$ cat src/rtl/sram_arbiter_pkg.sv
// Shared encodings for the SRAM port arbiter: FSM states, requester ids and counter width.
package sram_arbiter_pkg;

    typedef enum logic [1:0] {
        IDLE   = 2'd0,
        ACCESS = 2'd1,
        DONE   = 2'd2
    } state_t;

    localparam logic REQ_A = 1'b0;
    localparam logic REQ_B = 1'b1;

    // Wide enough for the largest legal strobe length (15).
    localparam int CNT_W = 4;

endpackage

$ cat src/rtl/sram_arbiter_rr_pick2.sv
// Two-way round-robin pick: a lone request wins outright; on a tie the side
// that was not granted last wins.
module rr_pick2
    import sram_arbiter_pkg::*;
(
    input  logic i_req_a,
    input  logic i_req_b,
    input  logic i_last,
    output logic o_valid,
    output logic o_winner
);

    assign o_valid = i_req_a | i_req_b;

    always_comb begin
        o_winner = REQ_A;
        if (i_req_a && i_req_b)
            o_winner = ~i_last;
        else if (i_req_b)
            o_winner = REQ_B;
    end

endmodule

$ cat src/rtl/sram_arbiter.sv
// Shares the single SRAM port between the CPU bus (A) and the video/DMA path (B),
// running each access as a fixed-length strobe followed by a one-cycle ack.
module sram_arbiter
    import sram_arbiter_pkg::*;
#(
    parameter int ADDR_W        = 16,
    parameter int DATA_W        = 8,
    parameter int ACCESS_CYCLES = 2
) (
    input  logic              clock4,
    input  logic              resetn,
    input  logic              prog,
    input  logic              a_req,
    input  logic              a_we,
    input  logic [ADDR_W-1:0] a_addr,
    input  logic [DATA_W-1:0] a_wdata,
    output logic              a_ack,
    output logic [DATA_W-1:0] a_rdata,
    input  logic              b_req,
    input  logic              b_we,
    input  logic [ADDR_W-1:0] b_addr,
    input  logic [DATA_W-1:0] b_wdata,
    output logic              b_ack,
    output logic [DATA_W-1:0] b_rdata,
    output logic [ADDR_W-1:0] mem_address,
    output logic [DATA_W-1:0] mem_indata,
    input  logic [DATA_W-1:0] mem_outdata,
    output logic              mem_load,
    output logic              mem_store
);

    state_t            r_state, w_next;
    logic              r_last, r_winner;
    logic [CNT_W-1:0]  r_cnt;
    logic [ADDR_W-1:0] r_addr;
    logic [DATA_W-1:0] r_wdata, r_rdata_a, r_rdata_b;
    logic              r_load, r_store, r_ack_a, r_ack_b;
    logic              w_valid, w_winner, w_grant, w_last_cyc;

    rr_pick2 u_pick (
        .i_req_a  (a_req),
        .i_req_b  (b_req),
        .i_last   (r_last),
        .o_valid  (w_valid),
        .o_winner (w_winner)
    );

    assign w_grant    = (r_state == IDLE) && !prog && w_valid;
    assign w_last_cyc = (r_state == ACCESS) && (r_cnt == '0);

    always_ff @(posedge clock4 or negedge resetn) begin
        if (!resetn) r_state <= IDLE;
        else         r_state <= w_next;
    end

    always_comb begin
        w_next = r_state;
        case (r_state)
            IDLE:    if (w_grant)    w_next = ACCESS;
            ACCESS:  if (w_last_cyc) w_next = DONE;
            DONE:                    w_next = IDLE;
            default:                 w_next = IDLE;
        endcase
    end

    always_ff @(posedge clock4 or negedge resetn) begin
        if (!resetn) begin
            r_last    <= REQ_B;
            r_winner  <= REQ_A;
            r_cnt     <= '0;
            r_addr    <= '0;
            r_wdata   <= '0;
            r_load    <= 1'b0;
            r_store   <= 1'b0;
            r_ack_a   <= 1'b0;
            r_ack_b   <= 1'b0;
            r_rdata_a <= '0;
            r_rdata_b <= '0;
        end else begin
            r_ack_a <= 1'b0;
            r_ack_b <= 1'b0;
            if (w_grant) begin
                r_addr   <= (w_winner == REQ_B) ? b_addr  : a_addr;
                r_wdata  <= (w_winner == REQ_B) ? b_wdata : a_wdata;
                r_load   <= (w_winner == REQ_B) ? ~b_we   : ~a_we;
                r_store  <= (w_winner == REQ_B) ? b_we    : a_we;
                r_cnt    <= CNT_W'(ACCESS_CYCLES - 1);
                r_last   <= w_winner;
                r_winner <= w_winner;
            end else if (w_last_cyc) begin
                // Ack is registered here so it is high for exactly the DONE cycle.
                if (r_load && r_winner == REQ_A) r_rdata_a <= mem_outdata;
                if (r_load && r_winner == REQ_B) r_rdata_b <= mem_outdata;
                r_ack_a <= (r_winner == REQ_A);
                r_ack_b <= (r_winner == REQ_B);
                r_load  <= 1'b0;
                r_store <= 1'b0;
            end else if (r_state == ACCESS) begin
                r_cnt <= r_cnt - 1'b1;
            end
        end
    end

    assign mem_address = r_addr;
    assign mem_indata  = r_wdata;
    assign mem_load    = r_load;
    assign mem_store   = r_store;
    assign a_ack       = r_ack_a;
    assign b_ack       = r_ack_b;
    assign a_rdata     = r_rdata_a;
    assign b_rdata     = r_rdata_b;

endmodule

$ cat config.mk
export PLATFORM = sky130hd
export DESIGN_NAME = sram_arbiter
export DESIGN_NICKNAME = d
export VERILOG_FILES = /design/src/rtl/sram_arbiter_pkg.sv /design/src/rtl/sram_arbiter_rr_pick2.sv /design/src/rtl/sram_arbiter.sv
export SDC_FILE = /design/constraint.sdc
export NUM_CORES = 1
export LEC_CHECK = 0
export ABC_AREA = 1
export CAP_MARGIN = 20
export CORE_MARGIN = 2
export CORE_UTILIZATION = 42
export CTS_CLUSTER_DIAMETER = 80
export CTS_CLUSTER_SIZE = 10
export DETAILED_ROUTE_END_ITERATION = 8
export GPL_TIMING_DRIVEN = 0
export PLACE_DENSITY = 0.87
export RECOVER_POWER = 100
export SYNTH_ARGS = -nofsm -noshare
export SYNTH_HDL_FRONTEND = slang
export SYNTH_SLANG_ARGS = --single-unit
$ cat constraint.sdc
create_clock -name clock4 -period 1.55 [get_ports clock4]
set_input_delay 0.155 -clock clock4 [delete_from_list [all_inputs] [get_ports clock4]]
set_output_delay 0.155 -clock clock4 [all_outputs]
set_load 0.005 [all_outputs]
==> impl_metrics.json <==
{
  "dp_cells": 484,
  "ir_worst_vdd_mv": 0.616,
  "maxSlewViolCount": 0,
  "clock_latency_ns": 0.30,
  "p_int_mw": 3.63,
  "cts_inserted_buffers": 5,
  "fp.dieArea_um2": 6430,
  "routedWlPerCell_um": 12.8,
  "crit_buf_inv": 1,
  "fin_nets": 484,
  "layout-drive-gt1-share_pct": 7.38,
  "grt_pass1_wl_um": 10300,
  "dr.pass1.iters": 4,
  "final_area_um2": 3640,
  "hold_viol_final": 0,
  "synth.most_common_cell": "nand2_1",
  "rr_startpoint": "r_cnt[1]",
  "synth_area_leaders": "dfrtp_1 (52%), nand2_1 (28%), o21ai_2 (5.7%), inv_1 (2.8%), nand3b_4 (1.6%)",
  "layout_min_cycle_time_ns": 1.47,
  "status": "finished, final reports clean",
  "antenna_found_initial": 0,
  "overflow": 0,
  "ant_nets": 0,
  "leakage_nw": 1.93,
  "synth-async-reset-ratio_pct": 100,
  "netSwitchingFraction_pct": 35.8,
  "cts_setup_buffers": 0,
  "seq_area_frac_synth_pct": 53.4,
  "clk_path_buf_depth": 2,
  "rsz0062_at_grt": "false",
  "critPathMaxFanout": 4,
  "grt_use_total_pct": 20.5,
  "pin_count": 107,
  "cts_tree": "done",
  "comb_power_share_pct": 45.9,
  "final_core_util_pct": 65.4,
  "cts_root_buf": "clkbuf_8",
  "fp.dieH_um": 80.2,
  "fmax_ghz": 0.681,
  "start_kind": "register",
  "numClockSinks": 52,
  "clk_pin_slew_ns": 0.09,
  "totalWireLength_um": 6280,
  "gp_congestion": 0.756,
  "crit_arrival_ns": 1.31,
  "die_w_um": 80.2,
  "final_cell_count_no_fill": 492,
  "hp-class": "in2async",
  "critPathTopFamily": "buffers and inverters",
  "endpoint_kind": "output port",
  "start_util_pct": 43.7,
  "synth_cell_types": 21,
  "r2r.worst_path.cells": 8,
  "synth_edf_count": 0,
  "remaining_drc_errors": 0,
  "dp_hpwl_um": 4790,
  "syn-mean-instance-area_um2": 8.00,
  "synth_top_area_share_pct": 52.3,
  "r2r-end": "b_rdata[7]",
  "dpl_cell_area_um2": 3600,
  "dr.first_iter.drc_count": 75,
  "grt_pass1_vias": 2310,
  "synth_cells": 305,
  "io_buffers": 106,
  "netlist_top_cells_count": "nand2_1 (181), dfrtp_1 (51), inv_1 (18), o21ai_2 (16), buf_2 (7)",
  "seq_power_share_pct": 41.1,
  "pwr-share-clk_pct": 13.1,
  "total_power_mw": 5.66,
  "synth_area_leader_cell": "dfrtp_1",
  "drv_cap": 0,
  "p_switching_mw": 2.02,
  "crit_chain": "dlygate4sd3_1",
  "period_share_pct": 94.8,
  "rows": 27,
  "max_stage_delay_ns": 0.61,
  "core_um2": 5570,
  "htreeDepth": 2,
  "relSlewSlack_pct": 65.2,
  "crit_type": "reg2out",
  "vias": 2349,
  "rrSetupSlack_ns": 0.12,
  "synth_warnings": 0,
  "powerDensity_nw_per_um2": 1550,
  "area_delta_synth_final_pct": 49.5,
  "ys_seq_elements": 52,
  "diodes": 0,
  "cp_data_required_time_ns": 1.39,
  "grt_start_max_net_pins": 32,
  "cp_slowest_cell": "dlygate4sd3_1",
  "finalHoldWorstSlack_ns": 0.354,
  "skew_ns": 0.00710,
  "synth_ff_type": "dfrtp_1",
  "synth_nets": 369,
  "vias_per_cell": 4.77,
  "finalSetupViolCount": 0,
  "tightest_slew_ns": 0.523,
  "syn_area_um2": 2440
}
## per-layer routing
| metal | GRT usage [%] | wire, µm | part of all wire (%) |
|---|---|---|---|
| met5 | 0 | 0 | 0 |
| met4 | 5.76 | 104 | 1.7 |
| met3 | 5.62 | 488 | 7.8 |
| met2 | 35.9 | 3100 | 49 |
| met1 | 24.6 | 2590 | 41 |
## placed cells by master, fill, tap and decap left out
cell             count
dfrtp_1             51
a21oi_1              1
o21ai_1              1
clkbuf_1             4
nor2_4               1
nand2_1            181
clkbuf_2             2
clkdlybuf4s50_1     61
nand3b_4             2
o21ai_2              5
xor2_1               1
dfstp_2              1
nor2_1               5
ha_4                 1
buf_2                5
inv_1               17
clkbuf_8             5
clkbuf_4             1
o21ai_0             14
dlygate4sd3_1       45
nand3_1              6
buf_6                2
nand4_1              1
nand2_2              2
clkinv_2             1
inv_2                3
o22ai_1              1
## worst max path at each step
stage               startpoint              to  slack, ns  cells after the start
floorplan             r_cnt[0]      a_rdata[6]       0.15                      8
CTS                   r_cnt[0]      a_rdata[7]       0.01                      8
global placement        resetn  mem_address[9]      -1.14                      1
detailed placement       a_req  mem_address[3]      -0.03                      9
finish                mem_load        mem_load       0.08                      1
global route            r_last  mem_address[1]      0.005                      8
## cells by family (layout without fill, tap and decap cells)
family | count (synthesis) | count (layout) | share of synthesized area (%)
adders and majority gates | 1 | 1 | 0.513
buffers and inverters | 31 | 146 | 5.75
AOI/OAI and AO/OA | 22 | 22 | 7.03
and+or+nand+nor | 198 | 198 | 32.9
xor gates and xnor gates | 1 | 1 | 0.359
DFF | 52 | 52 | 53.4
## what timing repair did
action,4_1_cts,5_1_grt
hold buffers,1,0
hold endpoints to repair,21,0
setup endpoints to repair,0,16
resized for setup,0,3
## power groups by stage
stage | combinational (mW) | clock, mW | sequential [mW]
6_report | 2.60 | 0.739 | 2.32
5_1_grt | 2.92 | 0.800 | 2.40
4_1_cts | 2.87 | 0.741 | 2.35
3_5_place_dp | 2.86 | 0 | 2.36
3_3_place_gp | 2.77 | 0 | 2.34
2_1_floorplan | 1.26 | 0 | 2.37
## stage by stage
step                      setup slack, ns  TNS, ns
final                              0.0805        0
after global routing              0.00482        0
after CTS                          0.0135        0
after detailed placement          -0.0306   -0.168
after global placement              -1.14   -58.71
after floorplan                     0.154        0
## area by class of cell
type,instances,area [µm²]
clock buffers,6,72.6
well taps,72,90.1
multi-input cells,222,962
clock inverters,1,5.00
plain buffers,11,63.8
fillers,481,1930
repair buffers,108,1070
inverters,20,75.1
flip-flops and latches,52,1300
## registers in the layout, indices dropped and copies added (netlist names)
signal       flops
mem_store        1
b_ack            1
mem_indata       8
r_cnt            4
a_ack            1
mem_load         1
r_last           1
r_state          2
b_rdata          8
a_rdata          8
mem_address     16
r_winner         1
(Power assumes the default switching activity.)
